===== src/rtl/cpu_types_pkg.sv =====
// Shared CPU pipeline types: occupancy encoding and the packed stage payloads
// that are carried through pipe_elastic_reg instances.
package cpu_types_pkg;

    typedef logic [1:0] occ_t;

    localparam occ_t OCC_EMPTY = 2'd0;
    localparam occ_t OCC_ONE   = 2'd1;
    localparam occ_t OCC_FULL  = 2'd2;

    // EX/MEM payload; halt sits in the MSB so HALT_BIT = $bits(exmem_pl_t)-1.
    typedef struct packed {
        logic        halt;
        logic        reg_write;
        logic        mem_read;
        logic        mem_write;
        logic [4:0]  rd;
        logic [31:0] alu_out;
        logic [31:0] store_data;
    } exmem_pl_t;

endpackage


===== src/rtl/pipe_elastic_reg.sv =====
// Elastic pipeline stage register: 2-entry FIFO (main + skid) with valid/ready
// on both sides, hold freeze, flush-to-bubble and sticky halt capture.
//
//   count | meaning
//   ------+---------------------------------------------
//   0     | empty, out_data shows BUBBLE
//   1     | main holds the head entry
//   2     | main = head, skid = next; upstream is refused
module pipe_elastic_reg
    import cpu_types_pkg::*;
#(
    parameter int unsigned       DATA_W   = 128,
    parameter bit                HALT_EN  = 1'b1,
    parameter int unsigned       HALT_BIT = 0,
    parameter logic [DATA_W-1:0] BUBBLE   = '0
) (
    input  logic              CLK,
    input  logic              RST,
    input  logic              in_valid,
    output logic              in_ready,
    input  logic [DATA_W-1:0] in_data,
    output logic              out_valid,
    input  logic              out_ready,
    output logic [DATA_W-1:0] out_data,
    input  logic              hold,
    input  logic              flush,
    output occ_t              occupancy,
    output logic              halted
);

    logic [DATA_W-1:0] main_q;
    logic [DATA_W-1:0] skid_q;
    occ_t              count_q;
    logic              halt_seen_q;
    logic              accept;
    logic              pop;

    // Ready and valid depend only on registers and hold, never on the
    // opposite handshake, so stages can be chained without comb loops.
    always_comb begin
        in_ready  = (count_q < OCC_FULL) && !halt_seen_q && !hold;
        out_valid = (count_q != OCC_EMPTY) && !hold;
        out_data  = (count_q != OCC_EMPTY) ? main_q : BUBBLE;
        occupancy = count_q;
        halted    = halt_seen_q && (count_q == OCC_EMPTY);
        accept    = in_valid && in_ready;
        pop       = out_valid && out_ready;
    end

    always_ff @(posedge CLK) begin
        if (RST || flush) begin
            count_q     <= OCC_EMPTY;
            halt_seen_q <= 1'b0;
            main_q      <= BUBBLE;
            skid_q      <= BUBBLE;
        end else if (!hold) begin
            case (count_q)
                OCC_EMPTY: begin
                    if (accept) begin
                        main_q  <= in_data;
                        count_q <= OCC_ONE;
                    end
                end
                OCC_ONE: begin
                    case ({accept, pop})
                        2'b10: begin
                            skid_q  <= in_data;
                            count_q <= OCC_FULL;
                        end
                        2'b01: begin
                            main_q  <= BUBBLE;
                            count_q <= OCC_EMPTY;
                        end
                        2'b11: main_q <= in_data;
                        default: ;
                    endcase
                end
                OCC_FULL: begin
                    if (pop) begin
                        main_q  <= skid_q;
                        skid_q  <= BUBBLE;
                        count_q <= OCC_ONE;
                    end
                end
                default: count_q <= OCC_EMPTY;
            endcase
            if (HALT_EN && accept && in_data[HALT_BIT])
                halt_seen_q <= 1'b1;
        end
    end

endmodule


===== config.mk =====
export PLATFORM = sky130hd
export DESIGN_NAME = pipe_elastic_reg
export DESIGN_NICKNAME = d
export VERILOG_FILES = /design/src/rtl/cpu_types_pkg.sv /design/src/rtl/pipe_elastic_reg.sv
export SDC_FILE = /design/constraint.sdc
export NUM_CORES = 1
export LEC_CHECK = 0
export CAP_MARGIN = 10
export CORE_ASPECT_RATIO = 1.5
export CORE_MARGIN = 10
export CORE_UTILIZATION = 44
export CTS_CLUSTER_SIZE = 10
export DETAILED_ROUTE_END_ITERATION = 7
export PLACE_DENSITY = 0.71
export SLEW_MARGIN = 10
export SYNTH_ARGS = -nofsm -noshare
export SYNTH_HDL_FRONTEND = slang
export SYNTH_SLANG_ARGS = --single-unit
export TNS_END_PERCENT = 50

===== constraint.sdc =====
create_clock -name CLK -period 3.1 [get_ports CLK]
set_input_delay 0.31 -clock CLK [delete_from_list [all_inputs] [get_ports CLK]]
set_output_delay 0.31 -clock CLK [all_outputs]
set_load 0.01 [all_outputs]

==> impl_results.md, run 1 <==
- Status: finished, final reports clean
- Synth Area in Simple Gates: about a quarter
- Crit. End Element: primary output
- Combinational Power Share: about a tenth
- Core ar.: approximately 0.027 mm^2
- FF+latch count, synth: 259
- Via count: between 10000 and 15000
- Reg2reg path depth: 10
- Initial DRC Count: ~620
- GRT overflow: 0
- Synth Area in Adders: less than 1%
- P_sw: 0.001633 W
- Footprint of the multi-input gates: about 0.0062 mm^2
- Critical path arrival: approximately 2.6 ns
- Sequential power share: between 40 and 50%
- R2r setup slk: roughly 0.51 ns
- Cell Area, Placed: 0.01496 mm^2
- Post-Syn Area per Cell: about 9.0 um^2
- Slowest Stage Delay on Critical Path: 0.53 ns
- H-tree depth: 1
- PostCTS Resize Cnt: 0
- Startpoint types: register
- Post-CTS setup buffers: 0
- Synth Instances: roughly 1300
- Max Fclk: around 0.34 GHz
- Fin area: around 0.016 mm^2
- Rows: 74
- Mux contribution to synthesized area: 0.08315%
- Most frequent cells in the layout: clkdlybuf4s50_1 (266), dfxtp_1 (258), nor2_1 (132)
- Quantity of hold-fixing buffers added after cts: 0
- GR Layer Usage met3: under 10%
- Switching part of the total power: a little under a quarter
- Register area: 0.005186 mm^2
- Leak: about 4.7 nW
- DR DRC count: 0
- DR vias/cell: ~5.6
- Die ar.: 0.03451 mm^2
- Post-DRT Antenna Nets: 0
- Complex-gate fraction of the synthesized area: between 20 and 30%
- Slew at the pin closest to its max-slew limit: 0.7868 ns
- Critical path type: reg2out
- Fill count: 2374
- Top delay family on crit path: buffers and inverters
- GR peak layer: met2
- Post-Synth XOR/XNOR Area: 0%
- Worst skew pair latency: 0.53 ns
- Post-DR wirelength/cell: between 15 and 20 um
- Number of global-route vias before repair: 10230
- Ports: approximately 270
- Clk sinks: about 260
- Dpl hpwl: ~23000 um
- Peak supply drop: about 0.44 mV
- Crit-path slowest cell: clkdlybuf4s50_1
- Layout cell share with drive strength beyond 1: 12.68%
- Crit path depth: 5
- Setup TNS: 0 ns
- Worst-path cell chain: inv_1, ha_4, buf_4, nor2b_1, clkdlybuf4s50_1
- TritonCTS Buffers: 29
- Hold Path Stages: 3
- Setup violators final: 0
- Synthesized cell area: approximately 0.012 mm^2
- Max Transition Viols Final: 0
- Tightest Hold Check Type: in2reg
- GPL Wtd Cong: just under 0.8
- RSZ-0062 raised after global routing: no
- Clock Path Buffers: 3
- CTS clock-pin slew for the worst setup and hold paths: approximately 0.060 ns
- Max Cap Viol: 0
- GRT met2 Usage: 31.62%
- Detailed Routing Iterations Pass 1: 5
- Die Y: between 200 and 250 um
- Initial Util: roughly 44%
- Clk pwr share: between 40% and 50%
- Post-Route WL: between 30000 and 40000 um
- Syn nets: between 1000 and 1500
- M1 GR Usage: roughly a quarter
- Final Power: about 0.0070 W
- Commonest non-fill, non-tap cell in the layout: clkdlybuf4s50_1
- Tot GR Track Use: 19.52%
- Largest family of logic cells by synthesized area: compound AO/OA/AOI/OAI gates
- First-pass GRT wire length: about 57000 um
- Final net count: between 1500 and 2000
- PwrDens: roughly 440 mW/mm^2
- CTS tree: yes
- Final period util: a little over nine tenths
- CP required: about 2.8 ns
- PortBufs: between 200 and 300
- Final Skew: around 0.011 ns
- Fin crit period: ~3 ns
- Relative slew margins: approximately 48%
- Die Width: around 160 um
- Crit Path Max Fanout: between 40 and 50
- Post-synth cell types: 28
- Largest net degree at the start of global routing: 90
- Initial antenna violation count: 5
- Internal power: 0.005349 W
- Area Overhead vs Synth: 30.42%
- Seq/Total Area, Yosys: between 40% and 50%
- Root buffer cell: clkbuf_16
- Buf/Inv on CP: 3
- Hold Vio Cnt, Final: 0
- Synth Warn #: 0
==> power by group through the flow <==
stage	clock network, W	logic (W)	registers, W
finish	0.00286	0.000714	0.00340
global route	0.00307	0.000775	0.00341
CTS	0.00294	0.000718	0.00340
detailed placement	0	0.000715	0.00348
global placement	0	0.000704	0.00348
floorplan	0	0.000421	0.00347
==> area by class of cell <==
| class | instances | share of cell area, % |
|---|---|---|
| Multi-Input combinational cell | 931 | 39.62 |
| Sequential cell | 259 | 33.03 |
| Timing Repair Buffer | 298 | 19.84 |
| Clock buffer | 30 | 4.646 |
| Tap cell | 342 | 2.726 |
| Inverter | 4 | 0.09563 |
| Antenna cell | 2 | 0.03188 |
==> stage by stage <==
step / setup WS, ns / utilization [%] / hold WS [ns] / instances
after CTS: 0.02200 / 57.85 / 0.3681 / 1864
after global routing: 0.01569 / 57.87 / 0.3918 / 1866
after global placement: 0.4056 / 55.16 / 0.4370 / 1834
final: 0.1675 / 57.87 / 0.3956 / 1866
after detailed placement: 0.3323 / 55.16 / 0.4427 / 1834
after floorplan: 0.3865 / - / 0.4316 / 1337
==> worst reg2reg max path: cells and delay by family (launching register included) <==
family / cells / cell delay [ns]
compound gates: 2 / 0.33
fa+ha+maj: 2 / 0.43
buf+inv: 2 / 0.59
flops: 1 / 0.43
mux: 1 / 0.32
simple gates: 3 / 0.42
==> sequential cells by signal, summed over array words and instances (netlist names) <==
register and flops:
skid_q 128, occupancy 2, main_q 128, halt_seen_q 1
==> final timing paths <==
check	from	end
max	occupancy[0]	out_data[64]
min	in_data[85]	skid_q[85]
max reg2reg	occupancy[1]	skid_q[127]
min reg2reg	skid_q[10]	skid_q[10]
==> synth_stat cells <==
cell type | count | area [um^2]
mux2i_1 | 1 | 10.01
buf_1 | 2 | 7.510
a211o_1 | 1 | 8.760
ha_1 | 7 | 87.58
buf_2 | 3 | 15.01
nand2_1 | 132 | 495.5
and2_1 | 2 | 12.51
a221oi_2 | 1 | 15.01
buf_4 | 13 | 97.59
clkbuf_1 | 112 | 420.4
dfxtp_1 | 259 | 5185
o31ai_1 | 1 | 7.510
a21oi_1 | 130 | 650.6
buf_6 | 13 | 146.4
a221oi_1 | 1 | 8.760
nor2_1 | 132 | 495.5
nor3_1 | 2 | 10.01
a22oi_1 | 128 | 960.9
a211oi_2 | 120 | 1501
or2_2 | 3 | 18.77
a21o_1 | 1 | 7.510
nand3b_1 | 128 | 960.9
nor2b_1 | 128 | 800.8
nand3_1 | 1 | 5.000
or4b_4 | 1 | 13.76
nand2b_1 | 2 | 12.51
a211oi_1 | 9 | 67.56
inv_1 | 4 | 15.01
==> per-layer routing <==
metal	up-vias	part of all wire, %
met3	57	7.2
met4	6	2.7
met1	5049	42
met2	327	48
met5	-	0.10
li1	5059	-
==> kinds of logic after synthesis <==
family,after synthesis
mux,1
simple gates,531
flops,259
fa+ha+maj,7
compound gates,392
buf+inv,147
(Power assumes the default switching activity.)
==> run 2, diff against run 1 <==
--- a/config.mk
+++ b/config.mk
@@ -9,7 +9,6 @@
 export CORE_ASPECT_RATIO = 1.5
 export CORE_MARGIN = 10
 export CORE_UTILIZATION = 44
-export CTS_CLUSTER_SIZE = 10
 export DETAILED_ROUTE_END_ITERATION = 7
 export PLACE_DENSITY = 0.71
 export SLEW_MARGIN = 10
==> run 2 against run 1 <==
- cell count is 0.70% higher
- clock power is 18% higher
- die area stayed put
- via count is 0.61% lower
- critical path depth stayed put
- maximum frequency is 0.60% higher
- flip-flop and latch count stayed put
- global-route usage is 0.059 points lower
==> impl_results.md, run 2 (synthesis results as in run 1) <==
- Area Overhead vs Synth: 32.00%
- CTS tree: yes
- Final non-filler cell total: around 1900
- TritonCTS Buffers: 26
- Top delay family on crit path: buffers and inverters
- GPL Wtd Cong: ~0.77
- Rows: 74
- CP required: 2.79 ns
- Clk pwr share: around 45%
- Leak: roughly 4.8 nW
- Core ar.: 0.02713 mm^2
- Peak supply drop: ~0.42 mV
- Root buffer cell: clkbuf_16
- Max Fclk: 0.3430 GHz
- Relative slew margins: ~45%
- DP Cell Count: about 1800
- Post-Route WL: around 36000 um
- Critical path arrival: ~2.6 ns
- Final Power: 0.007497 W
- Internal power: roughly 0.0058 W
- Setup TNS: 0 ns
- Clk sinks: around 260
- Crit Path Max Fanout: 44
- Sequential power share: approximately 45%
- Hold Vio Cnt, Final: 0
- Fin crit period: roughly 2.9 ns
- Status: finished, final reports clean
- Util after Layout: between 50% and 60%
- CTS clock-pin slew for the worst setup and hold paths: 0.07 ns
- H-tree depth: 1
- DR DRC count: 0
- Largest net degree at the start of global routing: 90
- PwrDens: 471.8 mW/mm^2
- Max Cap Viol: 0
- Fill count: 2368
- Final net count: between 1500 and 2000
- Fin area: ~0.016 mm^2
- Crit-path slowest cell: clkdlybuf4s50_1
- R2r setup slk: 0.50 ns
- Post-DR wirelength/cell: ~19 um
- First-pass GRT wire length: 56840 um
- RSZ-0062 raised after global routing: no
- Critical path type: reg2out
- Cell Area, Placed: around 0.015 mm^2
- GRT overflow: 0
- Slowest Stage Delay on Critical Path: around 0.53 ns
- Tot GR Track Use: between 10% and 20%
- Max Transition Viols Final: 0
- Combinational Power Share: roughly a tenth
- Initial Util: 44.37%
- Quantity of hold-fixing buffers added after cts: 0
- Initial antenna violation count: 4
- Clock Path Buffers: 3
- Final period util: roughly 94%
- Initial DRC Count: between 600 and 700
- Startpoint types: register
- DR vias/cell: 5.553
- Worst skew pair latency: roughly 0.52 ns
- Slew at the pin closest to its max-slew limit: about 0.83 ns
- Ports: ~270
- Via count: approximately 10000
- Tightest Hold Check Type: in2reg
- Post-DRT Antenna Nets: 0
- Detailed Routing Iterations Pass 1: 5
- Buf/Inv on CP: 3
- Die ar.: roughly 0.035 mm^2
- Layout cell share with drive strength beyond 1: approximately an eighth
- Die Width: around 160 um
- Die Y: between 200 and 250 um
- Dpl hpwl: about 23000 um
- Crit. End Element: primary output
- PortBufs: between 200 and 300
- P_sw: 0.001693 W
- Final Skew: ~0.017 ns
- Setup violators final: 0
- Worst-path cell chain: inv_1, ha_4, buf_4, nor2b_1, clkdlybuf4s50_1
- Number of global-route vias before repair: between 10000 and 15000
- Commonest non-fill, non-tap cell in the layout: clkdlybuf4s50_1
- Switching part of the total power: 22.58%
- Most frequent cells in the layout: clkdlybuf4s50_1 (266), dfxtp_1 (258), nor2_1 (132)
-- run 2: cell types whose count changed in the layout (fill, tap and decap cells not counted) --
cell / previous run / this run
bufinv_16: 0 / 5
clkbuf_8: 0 / 4
clkinv_2: 0 / 3
clkbuf_1: 1 / 3
clkbuf_16: 29 / 27
clkinvlp_4: 0 / 2
diode_2: 2 / 1
-- run 2: timing repair --
action / CTS / global route
setup buffers: 0 / 0
endpoints found under the setup margin: 0 / 1
gates resized for setup: 0 / 1
hold endpoints to repair: 0 / 0
-- run 2: final timing paths --
| path | end | depth (start not counted) | start |
|---|---|---|---|
| max | out_data[64] | 5 | occupancy[0] |
| min | skid_q[19] | 3 | in_data[19] |
| max reg2reg | skid_q[127] | 10 | occupancy[1] |
| min reg2reg | skid_q[112] | 2 | skid_q[112] |
-- run 2: power by group through the flow --
stage	Sequential [W]	Combinational [W]	Clock, W
after detailed placement	0.00348	0.000715	0
after global placement	0.00348	0.000704	0
final	0.00340	0.000715	0.00338
after global routing	0.00341	0.000775	0.00359
after floorplan	0.00347	0.000421	0
after CTS	0.00340	0.000719	0.00346
-- run 2: final cells by class --
cell class / instances / area (um^2) / area share [%]
Multi-Input combinational cell: 931 / 6221 / 39.15
Inverter: 4 / 15.01 / 0.09449
Antenna cell: 1 / 2.502 / 0.01575
Clock inverter: 10 / 180.2 / 1.134
Sequential cell: 259 / 5186 / 32.64
Clock buffer: 34 / 742.0 / 4.669
Tap cell: 342 / 427.9 / 2.693
Timing Repair Buffer: 298 / 3115 / 19.61
-- run 2: through the flow --
stage | hold slack, ns | setup WS [ns]
floorplan | 0.4316 | 0.3865
global placement | 0.4370 | 0.4056
detailed placement | 0.4427 | 0.3323
CTS | 0.3838 | 0.02690
global route | 0.4049 | 0.01313
finish | 0.4080 | 0.1848
-- run 2: per-layer routing --
metal	global-route usage (%)	up-vias	wire length [um]
li1	-	5057	-
met1	24.53	5007	14930
met2	32.22	322	17450
met3	4.544	42	2445
met4	5.622	6	786
met5	0	-	36
-- run 2: worst register-to-register path: cells and delay by family, from the launching register on --
kind | cells | cell delay, ns
buf+inv | 2 | 0.60
flops | 1 | 0.43
fa+ha+maj | 2 | 0.43
simple gates | 3 | 0.41
compound gates | 2 | 0.33
mux | 1 | 0.32
